===== config.mk =====
export PLATFORM = sky130hd
export DESIGN_NAME = corr_frame_packer_flat
export DESIGN_NICKNAME = d
export VERILOG_FILES = /design/src/rtl/corr_pkg.sv /design/src/rtl/corr_frame_packer_if.sv /design/src/rtl/corr_snapshot_mux.sv /design/src/rtl/corr_frame_packer.sv /design/src/flat_wrapper.sv
export SDC_FILE = /design/constraint.sdc
export NUM_CORES = 2
export LEC_CHECK = 0
export BUFFER_PORTS_ARGS = -buffer_cell sky130_fd_sc_hd__buf_2
export CAP_MARGIN = 40
export CORE_AREA = 2 2 426 428
export CTS_CLUSTER_DIAMETER = 120
export CTS_CLUSTER_SIZE = 12
export DETAILED_ROUTE_END_ITERATION = 8
export DIE_AREA = 0 0 428 430
export GPL_TIMING_DRIVEN = 0
export HOLD_SLACK_MARGIN = 0.12
export PLACE_DENSITY = 0.55
export SETUP_SLACK_MARGIN = 0.3
export SLEW_MARGIN = 10
export SYNTH_ARGS = -nofsm -noshare
export SYNTH_HDL_FRONTEND = slang
export SYNTH_SLANG_ARGS = --single-unit

===== constraint.sdc =====
create_clock -name clki -period 3.8 [get_ports clki]
set_clock_uncertainty 0.2 [all_clocks]
set_input_delay 0.38 -clock clki [delete_from_list [all_inputs] [get_ports clki]]
set_output_delay 0.38 -clock clki [all_outputs]
set_load 0.02 [all_outputs]

===== src/rtl/corr_pkg.sv =====
// Shared definitions for the correlation frame packer and its host-side decoder.
// Holds the FSM state encoding, the default sync header bytes and the
// frame-geometry helper functions.
package corr_pkg;

    typedef enum logic [2:0] {
        IDLE = 3'd0,
        HDR0 = 3'd1,
        HDR1 = 3'd2,
        SEQ  = 3'd3,
        DATA = 3'd4,
        CSUM = 3'd5
    } state_t;

    localparam logic [7:0] SYNC0_BYTE = 8'hA5;
    localparam logic [7:0] SYNC1_BYTE = 8'h5A;

    // Whole bytes needed to carry one count of width res.
    function automatic int unsigned bytes_per_count(input int unsigned res);
        return (res + 32'd7) / 32'd8;
    endfunction

    // Total bytes in one frame: two sync bytes, SEQ, payload, CSUM.
    function automatic int unsigned frame_length(input int unsigned ncorr,
                                                 input int unsigned res);
        return 32'd4 + ncorr * bytes_per_count(res);
    endfunction

endpackage


===== src/rtl/corr_frame_packer_if.sv =====
// Byte-stream valid/ready link from the frame packer to the UART transmitter.
//   tx_data  : byte offered to the transmitter
//   tx_valid : tx_data is valid
//   tx_ready : transmitter accepts the byte this cycle
interface corr_frame_packer_if;

    logic [7:0] tx_data;
    logic       tx_valid;
    logic       tx_ready;

    modport master (
        output tx_data,
        output tx_valid,
        input  tx_ready
    );

    modport slave (
        input  tx_data,
        input  tx_valid,
        output tx_ready
    );

endinterface


===== src/rtl/corr_snapshot_mux.sv =====
// Snapshot register for the correlation count vector plus the payload byte
// selector. Byte i of the payload is byte (BPC-1 - i mod BPC) of count i/BPC,
// i.e. counts go out in index order, each MSB byte first.
//   clki, rst_n : clock, synchronous active-low reset
//   load        : capture counts into the snapshot
//   counts      : flat count vector, count k at [k*RESOLUTION +: RESOLUTION]
//   byte_idx    : payload byte index to select
//   byte_c      : selected payload byte (combinational from the snapshot)
module corr_snapshot_mux
    import corr_pkg::*;
#(
    parameter int unsigned RESOLUTION      = 16,
    parameter int unsigned NUM_CORRELATORS = 66,
    parameter int unsigned IDX_W           = 8
) (
    input  logic                                  clki,
    input  logic                                  rst_n,
    input  logic                                  load,
    input  logic [NUM_CORRELATORS*RESOLUTION-1:0] counts,
    input  logic [IDX_W-1:0]                      byte_idx,
    output logic [7:0]                            byte_c
);

    localparam int unsigned BPC       = bytes_per_count(RESOLUTION);
    localparam int unsigned CW        = BPC * 8;
    localparam int unsigned NUM_BYTES = NUM_CORRELATORS * BPC;

    logic [NUM_CORRELATORS*RESOLUTION-1:0] snap_q, snap_d;
    logic [7:0]                            stream [NUM_BYTES];
    logic [CW-1:0]                         word;

    // Snapshot capture.
    always_comb begin
        snap_d = snap_q;
        if (load) begin
            snap_d = counts;
        end
    end

    always_ff @(posedge clki) begin
        if (!rst_n) begin
            snap_q <= '0;
        end else begin
            snap_q <= snap_d;
        end
    end

    // Lay the snapshot out as the payload byte stream (zero-extended counts).
    always_comb begin
        word = '0;
        for (int k = 0; k < int'(NUM_CORRELATORS); k++) begin
            word = CW'(snap_q[k*RESOLUTION +: RESOLUTION]);
            for (int b = 0; b < int'(BPC); b++) begin
                stream[k*BPC + b] = word[(BPC-1-b)*8 +: 8];
            end
        end
    end

    // Indices past the payload read as zero.
    always_comb begin
        byte_c = '0;
        if (32'(byte_idx) < NUM_BYTES) begin
            byte_c = stream[byte_idx];
        end
    end

endmodule


===== src/rtl/corr_frame_packer.sv =====
// Frames snapshots of the correlation count vector into a byte stream:
// SYNC0, SYNC1, SEQ, payload (counts MSB byte first), CSUM = XOR(SEQ, payload).
// Strobes arriving while a frame is in flight are dropped and counted.
//   clki, rst_n           : clock, synchronous active-low reset
//   integration_clk_pulse : counts are final, snapshot now
//   counts                : flat count vector
//   tx                    : byte stream to the UART transmitter (master side)
//   busy                  : frame in progress
//   overrun               : one-cycle pulse per dropped strobe
//   drop_count            : saturating dropped-strobe counter
module corr_frame_packer
    import corr_pkg::*;
#(
    parameter int unsigned RESOLUTION      = 16,
    parameter int unsigned NUM_INPUTS      = 12,
    parameter int unsigned NUM_CORRELATORS = NUM_INPUTS * (NUM_INPUTS - 1) / 2,
    parameter logic [7:0]  SYNC0           = SYNC0_BYTE,
    parameter logic [7:0]  SYNC1           = SYNC1_BYTE
) (
    input  logic                                  clki,
    input  logic                                  rst_n,
    input  logic                                  integration_clk_pulse,
    input  logic [NUM_CORRELATORS*RESOLUTION-1:0] counts,
    corr_frame_packer_if.master                   tx,
    output logic                                  busy,
    output logic                                  overrun,
    output logic [7:0]                            drop_count
);

    localparam int unsigned BPC       = bytes_per_count(RESOLUTION);
    localparam int unsigned NUM_BYTES = NUM_CORRELATORS * BPC;
    localparam int unsigned IDX_W     = (NUM_BYTES > 1) ? $clog2(NUM_BYTES) : 1;
    localparam logic [IDX_W-1:0] LAST_IDX = IDX_W'(NUM_BYTES - 1);

    state_t             state_q, state_d;
    logic [7:0]         tx_data_q, tx_data_d;
    logic               tx_valid_q, tx_valid_d;
    logic               busy_q, busy_d;
    logic               overrun_q, overrun_d;
    logic [7:0]         drop_q, drop_d;
    logic [7:0]         seq_q, seq_d;
    logic [7:0]         csum_q, csum_d;
    logic [IDX_W-1:0]   idx_q, idx_d;
    logic [IDX_W-1:0]   sel_idx_c;
    logic [7:0]         mux_byte_c;
    logic               snap_load_c;
    logic               accept_c;

    assign accept_c = tx_valid_q && tx.tx_ready;

    // Byte to load next: payload byte 0 when leaving SEQ, else the successor.
    always_comb begin
        sel_idx_c = idx_q + IDX_W'(1);
        if (state_q == SEQ) begin
            sel_idx_c = '0;
        end
    end

    corr_snapshot_mux #(
        .RESOLUTION      (RESOLUTION),
        .NUM_CORRELATORS (NUM_CORRELATORS),
        .IDX_W           (IDX_W)
    ) u_snapshot_mux (
        .clki     (clki),
        .rst_n    (rst_n),
        .load     (snap_load_c),
        .counts   (counts),
        .byte_idx (sel_idx_c),
        .byte_c   (mux_byte_c)
    );

    // Frame sequencing; the next byte is loaded into tx_data on each acceptance.
    always_comb begin
        state_d     = state_q;
        tx_data_d   = tx_data_q;
        tx_valid_d  = tx_valid_q;
        overrun_d   = 1'b0;
        drop_d      = drop_q;
        seq_d       = seq_q;
        csum_d      = csum_q;
        idx_d       = idx_q;
        snap_load_c = 1'b0;

        unique case (state_q)
            IDLE: begin
                if (integration_clk_pulse) begin
                    state_d     = HDR0;
                    tx_valid_d  = 1'b1;
                    tx_data_d   = SYNC0;
                    csum_d      = '0;
                    idx_d       = '0;
                    snap_load_c = 1'b1;
                end
            end
            HDR0: begin
                if (accept_c) begin
                    state_d   = HDR1;
                    tx_data_d = SYNC1;
                end
            end
            HDR1: begin
                if (accept_c) begin
                    state_d   = SEQ;
                    tx_data_d = seq_q;
                end
            end
            SEQ: begin
                if (accept_c) begin
                    state_d   = DATA;
                    csum_d    = csum_q ^ tx_data_q;
                    idx_d     = '0;
                    tx_data_d = mux_byte_c;
                end
            end
            DATA: begin
                if (accept_c) begin
                    csum_d = csum_q ^ tx_data_q;
                    if (idx_q == LAST_IDX) begin
                        state_d   = CSUM;
                        tx_data_d = csum_q ^ tx_data_q;
                    end else begin
                        idx_d     = idx_q + IDX_W'(1);
                        tx_data_d = mux_byte_c;
                    end
                end
            end
            CSUM: begin
                if (accept_c) begin
                    state_d    = IDLE;
                    tx_valid_d = 1'b0;
                    tx_data_d  = '0;
                    seq_d      = seq_q + 8'd1;
                end
            end
            default: begin
                state_d    = IDLE;
                tx_valid_d = 1'b0;
                tx_data_d  = '0;
            end
        endcase

        // Any strobe outside IDLE is dropped, including the final CSUM cycle.
        if (integration_clk_pulse && (state_q != IDLE)) begin
            overrun_d = 1'b1;
            if (drop_q != 8'hFF) begin
                drop_d = drop_q + 8'd1;
            end
        end

        busy_d = (state_d != IDLE);
    end

    always_ff @(posedge clki) begin
        if (!rst_n) begin
            state_q    <= IDLE;
            tx_data_q  <= '0;
            tx_valid_q <= 1'b0;
            busy_q     <= 1'b0;
            overrun_q  <= 1'b0;
            drop_q     <= '0;
            seq_q      <= '0;
            csum_q     <= '0;
            idx_q      <= '0;
        end else begin
            state_q    <= state_d;
            tx_data_q  <= tx_data_d;
            tx_valid_q <= tx_valid_d;
            busy_q     <= busy_d;
            overrun_q  <= overrun_d;
            drop_q     <= drop_d;
            seq_q      <= seq_d;
            csum_q     <= csum_d;
            idx_q      <= idx_d;
        end
    end

    assign tx.tx_data  = tx_data_q;
    assign tx.tx_valid = tx_valid_q;
    assign busy        = busy_q;
    assign overrun     = overrun_q;
    assign drop_count  = drop_q;

endmodule


===== src/flat_wrapper.sv =====
// flat-port wrapper written by rule: the top's interface ports become plain ports
module corr_frame_packer_flat import corr_pkg::*;
#(
    parameter int unsigned RESOLUTION      = 16,
    parameter int unsigned NUM_INPUTS      = 12,
    parameter int unsigned NUM_CORRELATORS = NUM_INPUTS * (NUM_INPUTS - 1) / 2,
    parameter logic [7:0]  SYNC0           = SYNC0_BYTE,
    parameter logic [7:0]  SYNC1           = SYNC1_BYTE
)
  (clki, rst_n, integration_clk_pulse, counts, busy, overrun, drop_count, tx_tx_data, tx_tx_valid, tx_tx_ready);
  corr_frame_packer_if tx_i ();
  input  logic clki;
  input  logic rst_n;
  input  logic integration_clk_pulse;
  input  logic [NUM_CORRELATORS*RESOLUTION-1:0] counts;
  output logic busy;
  output logic overrun;
  output logic [7:0] drop_count;
  output wire logic [$bits(tx_i.tx_data)-1:0] tx_tx_data;
  output wire logic [$bits(tx_i.tx_valid)-1:0] tx_tx_valid;
  input wire logic [$bits(tx_i.tx_ready)-1:0] tx_tx_ready;
  assign tx_tx_data = tx_i.tx_data;
  assign tx_tx_valid = tx_i.tx_valid;
  assign tx_i.tx_ready = tx_tx_ready;
  corr_frame_packer #(.RESOLUTION(RESOLUTION), .NUM_INPUTS(NUM_INPUTS), .NUM_CORRELATORS(NUM_CORRELATORS), .SYNC0(SYNC0), .SYNC1(SYNC1)) u_core (.clki(clki), .rst_n(rst_n), .integration_clk_pulse(integration_clk_pulse), .counts(counts), .tx(tx_i), .busy(busy), .overrun(overrun), .drop_count(drop_count));
endmodule

==> summary.txt <==
Timing
  • Max-slew headroom: 33.3%
  • Period utilisation layout: 97.9%
  • Peak Freq: 269 MHz
  • Final Hold Violating Endpoints: 0
  • Final min period: 3720 ps
  • Final WS setup: 81.5 ps
  • Worst slew pin tran: 998 ps
  • RSZ-0062 raised after global routing: true
  • Max Slew Vio Count: 0
  • Final setup violating endpoints: 0

Yosys
  • Synth top area cells: dfxtp_1 (46%), nand2_1 (20%), a21oi_1 (12%)
  • Average size of a mapped cell: 7.44 sq um
  • Number of synthesized flops with an enable pin: 0
  • Seq/Total Area, Yosys: 45.7%
  • Number of synthesized register bits: 1102
  • Synth async-reset ratio: 0%
  • Post-synth top area cell: dfxtp_1
  • Main flop type after synthesis: dfxtp_1
  • Synth Net Count: 7550
  • Instance count of the mapped netlist: 6487
  • Unique masters post-synth: 78
  • Ys Warns: 0
  • Post-synth design cell area: 0.0483 sq mm
  • Post-synth top area share: 45.7%

Place
  • DPL Wire Length: 284 mm
  • PortBufs: 1078
  • Setup Slack @ Placement: -1900 ps
  • Routability cong.: 1.07

CTS
  • Clock buffer depth: 3
  • CTS Sinks: 1102
  • Root buffer cell: clkbuf_16
  • CTS tree: yes
  • Total CTS buffers: 104
  • Htree depth: 3
  • Worst-path clk slew: 80 ps
  • Clk Latency, worst-skew pair: 790 ps

Global route
  • First-pass GRT wire length: 497 mm
  • Vias in the first global route: 60500
  • Initial antenna violation count: 45
  • Gr usage total: 39.5%
  • Grt total ovfl: 0
  • Largest net degree at the start of global routing: 14

Layout
  • Nets@finish: 9911
  • P&R area growth vs syn: 53.3%
  • Fraction of layout cells with a size suffix above 1: 20.0%
  • Final core occ: 41.2%
  • Fill cell count: 18100

Critical path
  • Crit-path cells: buf_8 > buf_12 > buf_12 > buf_4 > mux2_2 > o21ai_0 > a31oi_1 > a211oi_1 > nor3_1 > o21bai_1 > a31oi_1
  • Slowest stage delay, CP: 510 ps
  • CP endpoint kind: flop
  • Required @ worst endpoint: 4260 ps
  • CP arrival: 4180 ps
  • CP max FO: 11
  • Critical path class: flop to flop
  • Critical path startpoint category: flop
  • Slowest cell on crit path: buf_4

Die
  • Die footprint: 0.184 sq mm
  • Core box area: 0.180 sq mm
  • Starting Density: 26.9%
  • IO Count: 1079
  • Die width: 428 um
  • Row cnt: 156
  • Die height: 430 um

Pwr
  • Maximum VDD drop: 0.326 mV
  • Switching share of power: 31.8%
  • Switch Pwr: 0.00914 W
  • PD cells: 388 mW/mm^2
  • Seq pwr share: 45.7%
  • Int Pwr: 0.0196 W
  • Combinational fraction of design power: 20.4%
  • Clock share of power: 33.9%
  • Leak: 28.9 nW

Min path
  • Hold Path Class: input port to flop

Run status
  • Status: finished with violations
  • Failing checks: DRC

Detailed routing
  • DRT Pass-1 Iters: 9
  • Antenna violation net count after detailed routing: 0
  • DRT iter0 DRCs: 8485
  • DR DRC count: 2
  • DR WL/cell: 33.9 um
  • Vias per cell: 5.61
  • DR vias: 63200
  • Final WL: 382 mm

Job
  • Maxcap violations: 0
-- path summary, 6_finish.rpt --
check / slack (ps) / startpoint / depth (start not counted) / endpoint
worst max register to register: 80 / u_core.idx_q[0]$_SDFFE_PN0P_ / 11 / u_core.tx.tx_data[4]$_SDFFE_PN0P_
worst min register to register: 250 / u_core.u_snapshot_mux.snap_q[112]$_SDFFE_PN0P_ / 2 / u_core.u_snapshot_mux.snap_q[112]$_SDFFE_PN0P_
worst max-delay path: 80 / u_core.idx_q[0]$_SDFFE_PN0P_ / 11 / u_core.tx.tx_data[4]$_SDFFE_PN0P_
worst min-delay path: 200 / counts[313] / 4 / u_core.u_snapshot_mux.snap_q[313]$_SDFFE_PN0P_
-- placed cells by master, fill, tap and decap left out, drive strengths merged, types with 31 or more instances in the layout --
master	count
nor3	34
nand2	2518
mux2	68
o21ai	124
a21oi	1197
nor2	74
clkbuf	506
nand3	108
dlygate4sd3	1060
a31oi	62
diode	31
dfxtp	1102
a311oi	35
nor2b	53
buf	1347
mux2i	133
a221oi	44
a211oi	78
-- power groups by stage --
stage | sequential (W) | clock [W] | combinational [W]
4_1_cts | 0.0131 | 0.00972 | 0.00562
6_report | 0.0131 | 0.00974 | 0.00587
3_3_place_gp | 0.0133 | 0 | 0.00457
5_1_grt | 0.0132 | 0.0101 | 0.00615
3_5_place_dp | 0.0133 | 0 | 0.00466
2_1_floorplan | 0.0130 | 0 | 0.00234
-- worst max-delay path: cells and delay by family, from the launching register on --
family / cells / cell delay (ps)
flip-flops: 1 / 390
AND/OR/NAND/NOR: 1 / 100
buffers and inverters: 4 / 1050
AO/OA/AOI/OAI: 5 / 1400
multiplexers: 1 / 390
-- Yosys cell counts (11+ instances only) --
cell and instances:
a211oi_1 78, a21oi_1 1196, a221oi_1 44, a22oi_1 15, a311oi_1 35, a31oi_1 62, buf_1 38, buf_2 103
buf_4 13, clkbuf_1 393, dfxtp_1 1102, inv_1 12, mux2_2 68, mux2i_1 133, mux4_2 28, nand2_1 2517
nand3_1 107, nand4_1 19, nor2_1 72, nor2b_1 53, nor3_1 32, o21ai_0 124, o221ai_1 26, o22ai_1 24
xor2_1 11
-- sequential cells by signal, summed over array words and instances (netlist names) --
signal / count
u_core.busy: 1
u_core.csum_q: 8
u_core.drop_count: 8
u_core.idx_q: 8
u_core.overrun: 1
u_core.seq_q: 8
u_core.state_q: 3
u_core.tx.tx_data: 8
u_core.tx.tx_valid: 1
u_core.u_snapshot_mux.snap_q: 1056
-- metrics by stage --
stage / instances / power (W) / area, sq um / hold WS [ps] / TNS, ps
global placement: 9935 / 0.0179 / 56600 / 239 / -1079430
finish: 11300 / 0.0288 / 74000 / 198 / 0
floorplan: 6487 / 0.0154 / 48300 / 231 / 0
CTS: 11200 / 0.0284 / 73500 / 183 / 0
global route: 11200 / 0.0294 / 73900 / 196 / 0
detailed placement: 10000 / 0.0180 / 57600 / 242 / -79450
-- final cells by class --
type,instances,area (sq um),area share (%)
plain buffers,549,3860,5.22
diodes,31,77.6,0.105
flip-flops and latches,1102,22100,29.8
repair buffers,2255,17500,23.6
well taps,2370,2970,4.01
clock inverters,8,78.8,0.107
multi-input cells,4824,24800,33.5
inverters,12,45.0,0.0609
clock buffers,109,2650,3.58
-- timing repair --
action / CTS / global route
pin swaps: 25 / 13
endpoints found under the setup margin: 750 / 248
setup buffers: 44 / 8
resized for setup: 542 / 111
hold endpoints to repair: 1062 / 0
hold buffers: 1060 / 0
-- kinds of logic (layout without fill, tap and decap cells) --
group	count (synthesis)	in the layout	synth area share [%]
buffers and inverters	561	2933	4.77
multiplexers	229	229	5.65
flip-flops	1102	1102	45.7
other	0	31	0
XOR/XNOR	17	17	0.308
adder cells (fa/ha/maj)	3	3	0.0778
AO/OA/AOI/OAI	1701	1701	19.9
AND/OR/NAND/NOR	2874	2874	23.6
-- per-layer routing --
metal,track usage (%),routed length [um],vias to the layer above
met5,0.0260,220,-
met4,31.3,37700,26
met3,11.6,40300,1562
met2,60.3,162000,4793
met1,46.4,141000,30100
li1,-,-,26700
Power figures use the tool's default switching activity.
